--- src/rtl/pid_pkg.sv ---
// Shared types and helpers for the time-multiplexed PID controller.
package pid_pkg;

  typedef enum logic [2:0] {IDLE, ERR, MUL_P, MUL_I, MUL_D, SUM} pidState_e;

  function automatic int accWidth(input int width, input int gainW);
    return width + gainW + 3;
  endfunction

  function automatic logic signed [63:0] satSigned(input logic signed [63:0] value,
                                                    input logic signed [63:0] limit);
    if (value > limit) return limit;
    if (value < -limit) return -limit;
    return value;
  endfunction

endpackage

--- src/rtl/pid_sat_clamp.sv ---
// Combinational symmetric clamp: limits a signed value to +/-LIM and narrows it to OUT_W bits.
module pid_sat_clamp
  import pid_pkg::*;
#(
  parameter int IN_W  = 17,
  parameter int OUT_W = 16,
  parameter int LIM   = 1023
) (
  input  logic signed [IN_W-1:0]  value,
  output logic signed [OUT_W-1:0] clamped
);

  always_comb begin
    clamped = OUT_W'(satSigned(64'(value), 64'(LIM)));
  end

endmodule

--- src/rtl/pid_controller_seq.sv ---
// Time-multiplexed PID controller: one shared pipelined multiplier, clamped integral and output.
// Optional conditional integration (anti-windup) when PID_ANTIWINDUP_EN is defined.
//
// state | meaning
// IDLE  | waiting for sample_valid (or presenting the finished result)
// ERR   | error, derivative and integral update
// MUL_P | error * kp into the product register
// MUL_I | accumulate P, integral * ki
// MUL_D | accumulate I, derivative * kd
// SUM   | accumulate D, result goes out on the following edge
module pid_controller_seq
  import pid_pkg::*;
#(
  parameter int WIDTH    = 16,
  parameter int GAIN_W   = 16,
  parameter int FRAC     = 4,
  parameter int ISUM_LIM = 1023,
  parameter int OUT_LIM  = 1023
) (
  input  logic              clk,
  input  logic              rst,
  input  logic              sample_valid,
  input  logic [WIDTH-1:0]  sample,
  input  logic [WIDTH-1:0]  setpoint,
  input  logic [GAIN_W-1:0] kp,
  input  logic [GAIN_W-1:0] ki,
  input  logic [GAIN_W-1:0] kd,
  output logic [WIDTH-1:0]  power,
  output logic              out_valid,
  output logic              busy,
  output logic              sat,
  output logic              dropped
);

  localparam int ACC_W  = accWidth(WIDTH, GAIN_W);
  localparam int PROD_W = WIDTH + GAIN_W + 1;
  localparam int W1     = WIDTH + 1;
  localparam int W2     = WIDTH + 2;
  localparam int WMAX   = (1 << (WIDTH - 1)) - 1;
  localparam logic signed [ACC_W-1:0] OUT_HI = ACC_W'(OUT_LIM);
  localparam logic signed [ACC_W-1:0] OUT_LO = -OUT_HI;

  pidState_e state, nextState;

  logic signed [WIDTH-1:0]  sampleR, setpointR, prevSample, integral, errR, dR;
  logic [GAIN_W-1:0]        kpR, kiR, kdR;
  logic                     first, doneR, accept;
  logic signed [PROD_W-1:0] prodR, prodNext;
  logic signed [ACC_W-1:0]  acc, rShift;
  logic signed [WIDTH-1:0]  opA, errSat, dSat, isumSat, powerNext;
  logic signed [GAIN_W:0]   opB;
  logic signed [W1-1:0]     errWide, dWide;
  logic signed [W2-1:0]     isumWide;
  logic                     satNext;

  assign accept = (state == IDLE) && !busy && sample_valid;

  always_ff @(posedge clk) begin
    if (rst) state <= IDLE;
    else     state <= nextState;
  end

  always_comb begin
    nextState = state;
    case (state)
      IDLE:    if (accept) nextState = ERR;
      ERR:     nextState = MUL_P;
      MUL_P:   nextState = MUL_I;
      MUL_I:   nextState = MUL_D;
      MUL_D:   nextState = SUM;
      SUM:     nextState = IDLE;
      default: nextState = IDLE;
    endcase
  end

  always_comb begin
    errWide  = W1'(sampleR) - W1'(setpointR);
    dWide    = W1'(sampleR) - W1'(prevSample);
    isumWide = W2'(integral) + W2'(errSat);
    opA = '0;
    opB = '0;
    case (state)
      MUL_P: begin opA = errR;     opB = {1'b0, kpR}; end
      MUL_I: begin opA = integral; opB = {1'b0, kiR}; end
      MUL_D: begin opA = dR;       opB = {1'b0, kdR}; end
      default: ;
    endcase
    prodNext = PROD_W'(opA) * PROD_W'(opB);
    rShift   = acc >>> FRAC;
    satNext  = (rShift > OUT_HI) || (rShift < OUT_LO);
  end

  pid_sat_clamp #(.IN_W(W1), .OUT_W(WIDTH), .LIM(WMAX)) errClamp (
    .value(errWide), .clamped(errSat));
  pid_sat_clamp #(.IN_W(W1), .OUT_W(WIDTH), .LIM(WMAX)) dClamp (
    .value(dWide), .clamped(dSat));
  pid_sat_clamp #(.IN_W(W2), .OUT_W(WIDTH), .LIM(ISUM_LIM)) isumClamp (
    .value(isumWide), .clamped(isumSat));
  pid_sat_clamp #(.IN_W(ACC_W), .OUT_W(WIDTH), .LIM(OUT_LIM)) outClamp (
    .value(rShift), .clamped(powerNext));

  always_ff @(posedge clk) begin
    if (rst) begin
      sampleR    <= '0;
      setpointR  <= '0;
      kpR        <= '0;
      kiR        <= '0;
      kdR        <= '0;
      prevSample <= '0;
      integral   <= '0;
      errR       <= '0;
      dR         <= '0;
      first      <= 1'b1;
      prodR      <= '0;
      acc        <= '0;
      doneR      <= 1'b0;
      power      <= '0;
      out_valid  <= 1'b0;
      busy       <= 1'b0;
      sat        <= 1'b0;
      dropped    <= 1'b0;
    end else begin
      out_valid <= 1'b0;
      dropped   <= sample_valid && busy;
      if (accept) begin
        sampleR   <= sample;
        setpointR <= setpoint;
        kpR       <= kp;
        kiR       <= ki;
        kdR       <= kd;
        busy      <= 1'b1;
      end
      case (state)
        ERR: begin
          errR       <= errSat;
          dR         <= first ? '0 : dSat;
          prevSample <= sampleR;
          first      <= 1'b0;
          acc        <= '0;
`ifdef PID_ANTIWINDUP_EN
          // hold the integrator while the output is pinned in the direction of the error
          if (!(sat && (errSat[WIDTH-1] == power[WIDTH-1]))) integral <= isumSat;
`else
          integral   <= isumSat;
`endif
        end
        MUL_P: prodR <= prodNext;
        MUL_I, MUL_D: begin
          acc   <= acc + {{2{prodR[PROD_W-1]}}, prodR};
          prodR <= prodNext;
        end
        SUM: begin
          acc   <= acc + {{2{prodR[PROD_W-1]}}, prodR};
          doneR <= 1'b1;
        end
        default: ;
      endcase
      // result leaves one edge after SUM; busy stays high through that cycle
      if (doneR) begin
        power     <= powerNext;
        sat       <= satNext;
        out_valid <= 1'b1;
        busy      <= 1'b0;
        doneR     <= 1'b0;
      end
    end
  end

endmodule

--- config.mk ---
export PLATFORM = sky130hd
export DESIGN_NAME = pid_controller_seq
export DESIGN_NICKNAME = d
export VERILOG_FILES = /design/src/rtl/pid_pkg.sv /design/src/rtl/pid_sat_clamp.sv /design/src/rtl/pid_controller_seq.sv
export SDC_FILE = /design/constraint.sdc
export NUM_CORES = 1
export LEC_CHECK = 0
export CORE_MARGIN = 3
export CORE_UTILIZATION = 39
export DETAILED_ROUTE_END_ITERATION = 6
export PLACE_DENSITY_LB_ADDON = 0.05
export SYNTH_ARGS = -nofsm -noshare
export SYNTH_HDL_FRONTEND = slang
export SYNTH_HIERARCHICAL = 1
export SYNTH_SLANG_ARGS = --single-unit
--- constraint.sdc ---
create_clock -name clk -period 10.04 [get_ports clk]
set_input_delay 1.004 -clock clk [delete_from_list [all_inputs] [get_ports clk]]
set_output_delay 1.004 -clock clk [all_outputs]
set_load 0.01 [all_outputs]
==> Word level (Yosys, flattened, before mapping) <==
Cells that the tools add are included.
{ "op_classes": {"shift": 0, "order_cmp": 10, "n_addsub": 4, "n_mul": 1, "n_reduce_logical": 10, "div": 0, "n_bitwise": 0, "eq_ne": 6, "muxes": 36} }
{ "op_table": {"columns": ["op", "count"], "rows": [
  ["$mux W16", 17],
  ["$pmux W16 S3", 2],
  ["$pmux W35 S2", 1],
  ["$gt A31 B11 Y1 const B", 2],
  ["$lt A31 B11 Y1 const B", 2],
  ["$add A35 B35 Y35", 1],
  ["$gt A17 B16 Y1 const B", 2],
  ["$lt A17 B16 Y1 const B", 2],
  ["$sub A16 B16 Y17", 2],
  ["$mul A16 B17 Y33", 1],
  ["$add A16 B16 Y17", 1],
  ["$gt A17 B11 Y1 const B", 1],
  ["$lt A17 B11 Y1 const B", 1],
  ["$pmux W3 S5", 1],
  ["$mux W1", 14],
  ["$eq A3 B2 Y1 const B", 2],
  ["$eq A3 B3 Y1 const B", 2],
  ["$reduce_or A3 Y1", 2],
  ["$eq A3 B1 Y1 const B", 1],
  ["$logic_and A1 B1 Y1", 3],
  ["$logic_not A3 Y1", 1],
  ["$mux W3", 1],
  ["$ne A2 B2 Y1 const B", 1],
  ["$reduce_bool A2 Y1", 1],
  ["3 further kinds", 3]
]} }
{ "totals": {"ramBits": 0, "reg_bits": 237, "mem_count": 0, "wordCells": 86, "rom_bits": 0, "latch_bits": 0, "output_inout_bits": 20, "in_bits": 83} }

==> Longest topological paths before layout <==
{ "depth": {"ltp_word": 12, "mapped_depth": 35, "depth_no_buf": 34} }

==> Modules after synthesis <==
The synthesis kept the hierarchy.
{ "modules_own_cells": {"columns": ["mod", "seq_area_each_um2", "instances", "area_each_um2", "cells_each"], "rows": [
  ["pid_controller_seq", 4744.6, 1, 21514.4, 2696],
  ["pid_sat_clamp at dClamp ...", 0.0, 2, 198.9, 37],
  ["pid_sat_clamp at outClamp", 0.0, 1, 292.8, 53],
  ["pid_sat_clamp at isumClamp", 0.0, 1, 256.5, 38]
]} }

==> Worst setup path after synthesis <==
No wires, ideal clock.
{ "synth_path": {"path_kind": "register -> register", "startpoint": "reg state[0]", "endpoint": "reg prodR[30]", "path_buffers": 4, "slack_ns": 2.597, "required_ns": 9.966, "synth_period_minus_slack_ns": 7.443, "stages_incl_launch_ff": 28, "setup_time_ns": 0.074, "t_arrival_ns": 7.369, "path_cell_list": "dfxtp_1 > clkbuf_1 > buf_2 > buf_1 > mux2i_1 > o21a_1 > clkbuf_1 > nor2_1 > fa_1 > inv_1 > fa_1 > inv_1 > fa_1 > fa_1 > fa_1 > inv_1 > fa_1 > inv_1 > ha_1 > and4_2 > and3_2 > nand4_2 > o211ai_2 > a31o_1 > o21a_1 > o21a_1 > or4_1 > a31oi_1"} }
{ "synth_via": {"elab_chain_len": 3, "word_cells_on_any_way": 7, "classes_between": "mul (1); eq/ne (3); mux (2); reduce/logical (1)"} }
{ "synth_rtl": {"columns": ["item", "line", "source"], "rows": [
  ["from (decl)", "pid_controller_seq.sv:43", "pidState_e state, nextState;"],
  ["from (signal assigned)", "pid_controller_seq.sv:60", "else state <= nextState;"],
  ["$eq A3 B3 Y1 or $eq A3 B2 Y1 (tied branches)", "pid_controller_seq.sv:82, pid_controller_seq.sv:133", null],
  ["$pmux W16 S3", "pid_controller_seq.sv:82", "case (state)"],
  ["$mul A16 B17 Y33", "pid_controller_seq.sv:88", "prodNext = PROD_W'(opA) * PROD_W'(opB);"],
  ["to (signal assigned)", "pid_controller_seq.sv:147", "MUL_P: prodR <= prodNext;"],
  ["to (signal assigned)", "pid_controller_seq.sv:150", "prodR <= prodNext;"],
  ["to (decl)", "pid_controller_seq.sv:48", "logic signed [PROD_W-1:0] prodR, prodNext;"]
]} }
Several ways; a longest one is shown, not always the timed one.
A chain may end at the register's enable or synchronous reset.

==> Worst setup path after layout <==
{ "layout_path": {"startpoint": "reg state[1]", "endpoint": "reg prodR[30]"} }
Same word-level chain as after synthesis.

==> metrics.cfg <==
[run_status]
outcome=completed

[critical_path]
worst-path-max-fanout=56
crit_chain=nand2_2 -> o21ai_0 -> nand2_1 -> fa_1 -> inv_1 -> fa_1 -> fa_1 -> fa_1 -> fa_1 -> inv_1 -> fa_1 -> inv_1 -> ha_1 -> a21oi_1 -> nand2_1 -> a21oi_1 -> o211ai_2 -> a31o_1 -> o21a_1 -> o21a_1 -> or4_1 -> a31oi_1
rrSetupSlack_ns=1.77
r2r.worst_path.cells=22
r2r_start=state[1]$_SDFFE_PP0P_
crit_path_max_incr_delay_ns=1.11
arrival_ns=8.75
cp-start-kind=register
crit_type=reg -> reg
cp.required_ns=10.52
cpMaxStageDelayCell=o21ai_0
end_kind=register
path_common_cell=fa_1
r2r_end=prodR[30]$_SDFFE_PP0N_

[synthesis]
synth-seq-cells=237
synth_warnings=6
syn_avg_cell_area_um2=7.851
syn_inst=2861
yosys_most_used_dff=dfxtp_1
yosysSeqAreaShare_pct=21.12
async_reset_ff_share_pct=0
synth_edf_count=0
yosysUniqueCellTypes=95
postSynthNetCount=3344
netlist_area_um2=22460

[floorplan]
die_y_um=246.0
coreArea_um2=56710
start_util_pct=39.61
die-area_um2=60510
io_pins=103
die_w_um=246.0
placementRows=87

[worst_hold_path]
hold_class=reg -> reg
min_to=kpR[13]$_SDFFE_PP0P_
hold_depth=2
min_from=kpR[13]$_SDFFE_PP0P_

[timing]
finalMaxSlewViolations=0
max_slew_margin_pct=25.55
setup_violations=0
max_slew.worst_pin.slew_ns=1.113
skew_ns=0.03404
hold_viol_final=0
setup_tns_ns=0
max_freq_mhz=120.9
fin_crit_ns=8.272
rsz0062_at_grt=false
period_share_pct=82.39

[grt]
grtUsageTotal_pct=22.33
grt_max_degree=92
grt_pass1_wl_um=107100
gr-usage-met1_pct=30.00
grt_overflow=0
grt.busiest_layer=met2
first_global_vias=19304
gr-usage-met2_pct=37.59
antenna_found_initial=0
grt_use_met3_pct=3.428

[cts]
clk_pin_slew_ns=0.06
cts.sinks=237
cts_setup_buffers=0
clockBufferDepth=3
post_cts_resized=0
clockRootBuffer=clkbuf_16
clock_latency_ns=0.58
htreeDepth=1
cts_hold_buf=0
cts_buffers=28
cts_tree=done

[drt]
drt-total-wl_um=67370
viasPerCell=5.263
drtIter0Drc=1085
vias=19226
wl_per_cell_um=18.44
route.detailed.drc=0
dr.pass1.iters=7
ant_nets=0

[pwr]
p_sw_mw=2.092
switching_share_pct=44.45
p_comb_share_pct=51.7
power_density_nw_per_um2=188.2
pwr-share-seq_pct=25.1
vdd_ir_drop_max_mv=0.2791
p_leak_nw=10.83
p_int_mw=2.614
clkPwrFrac_pct=23.2
finalPower_mw=4.707

[cells_and_area]
nFillCells=5810
drive_above_1_share_pct=4.384
diodes=0
area_growth_pct=11.34
fin_nets=3358

[placement]
place_hpwl_um=52430
portBuffers=102
gp_congestion=0.8962

[run]
maxCapViolCount=0

## logic make-up (layout without fill, tap and decap cells)
kind of cell    after synthesis  after routing  share of synthesized area (%)
compound gates              556            556                          15.20
fa+ha+maj                   408            408                          29.26
buf+inv                     487            523                          8.629
flops                       237            237                          21.12
mux                          53             53                          2.362
simple gates               1035           1035                          20.12
xor+xnor                     85             85                          3.314
## cells in the mapped netlist (29+ instances only)
master / instances / share of area, %
nand3_1: 29 / 0.65
xnor2_1: 57 / 2.2
clkbuf_1: 115 / 1.9
nor3_1: 30 / 0.67
nor2_1: 282 / 4.7
a21oi_1: 251 / 5.6
o21ai_0: 69 / 1.5
dfxtp_1: 237 / 21
mux2i_1: 53 / 2.4
fa_1: 198 / 18
o21a_1: 37 / 1.2
nand2_1: 525 / 8.8
inv_1: 341 / 5.7
a21o_1: 38 / 1.3
ha_1: 202 / 11
## area by class of cell
cell class              count  area [um^2]  share of cell area (%)
clock buffers              39        802.0                   3.207
clock inverters            13        197.7                  0.7905
inverters                 342         1284                   5.133
multi-input cells        2137        15810                   63.21
flip-flops and latches    237         4746                   18.98
well taps                 756        945.9                   3.782
repair buffers            129         1225                   4.898
## flip-flops by register name, indices dropped and copies added (netlist names), 3 cells and up
| register | cells |
|---|---|
| acc | 35 |
| errR | 16 |
| dR | 16 |
| kpR | 16 |
| prevSample | 16 |
| kiR | 16 |
| prodR | 33 |
| kdR | 16 |
| power | 16 |
| integral | 16 |
| sampleR | 16 |
| setpointR | 16 |
| state | 3 |
## worst max-delay path: cells and delay by family (launching register included)
kind                     cells  cell delay, ns
flip-flops                   1            0.55
AO/OA/AOI/OAI                8            2.55
buffers and inverters        3            0.14
AND/OR/NAND/NOR              4            1.36
adder cells (fa/ha/maj)      7            3.51
## layout by cell type (no fill, tap or decap), drive strengths merged, types with 29 or more instances in the layout
cell / Yosys / layout
o21ai: 96 / 96
nand3: 29 / 29
mux2i: 53 / 53
nand2: 525 / 525
xnor2: 57 / 57
clkbuf: 121 / 39
ha: 202 / 202
clkdlybuf4s50: 0 / 101
a21o: 40 / 40
inv: 341 / 341
a21oi: 254 / 254
fa: 198 / 198
nor3: 31 / 31
nor2: 283 / 283
o21a: 37 / 37
dfxtp: 237 / 237
## layer usage
layer  up-vias  routed length [um]  part of all wire [%]
met3        93                2995                   4.4
met5         -                   0                     0
li1       9419                   -                     -
met4         0                1651                   2.5
met1      9360               30810                    46
met2       354               31910                    47
## metrics by stage
step	hold slack (ns)	worst slack [ns]	cells	instance area, um^2	util, %
5_1_grt	0.4669	1.003	3653	25010	44.10
6_report	0.4525	1.768	3653	25010	44.10
2_1_floorplan	0.4321	2.597	2861	22460	-
3_3_place_gp	0.4424	1.945	3601	24010	42.33
3_5_place_dp	0.4445	1.791	3601	24010	42.33
4_1_cts	0.4533	1.770	3653	25010	44.10
## worst max path at each step
stage / from / endpoint / slack [ns] / cells after the start
after global placement: state[2]$_SDFFE_PP0P_ / prodR[30]$_SDFFE_PP0N_ / 1.95 / 24
after floorplan: state[0]$_SDFFE_PP0P_ / prodR[30]$_SDFFE_PP0N_ / 2.60 / 27
after detailed placement: state[2]$_SDFFE_PP0P_ / prodR[30]$_SDFFE_PP0N_ / 1.79 / 26
after global routing: sampleR[0]$_SDFFE_PP0P_ / integral[0]$_SDFFE_PP0P_ / 1.00 / 34
final: state[1]$_SDFFE_PP0P_ / prodR[30]$_SDFFE_PP0N_ / 1.77 / 22
after CTS: state[2]$_SDFFE_PP0P_ / prodR[30]$_SDFFE_PP0N_ / 1.77 / 26
## power groups by stage
stage / registers, mW / logic, mW / clock network [mW]
finish: 1.18 / 2.43 / 1.09
global route: 1.20 / 2.74 / 1.16
CTS: 1.18 / 2.45 / 1.12
detailed placement: 1.21 / 2.44 / 0
global placement: 1.20 / 2.42 / 0
floorplan: 1.15 / 1.94 / 0
(Power assumes the default switching activity.)
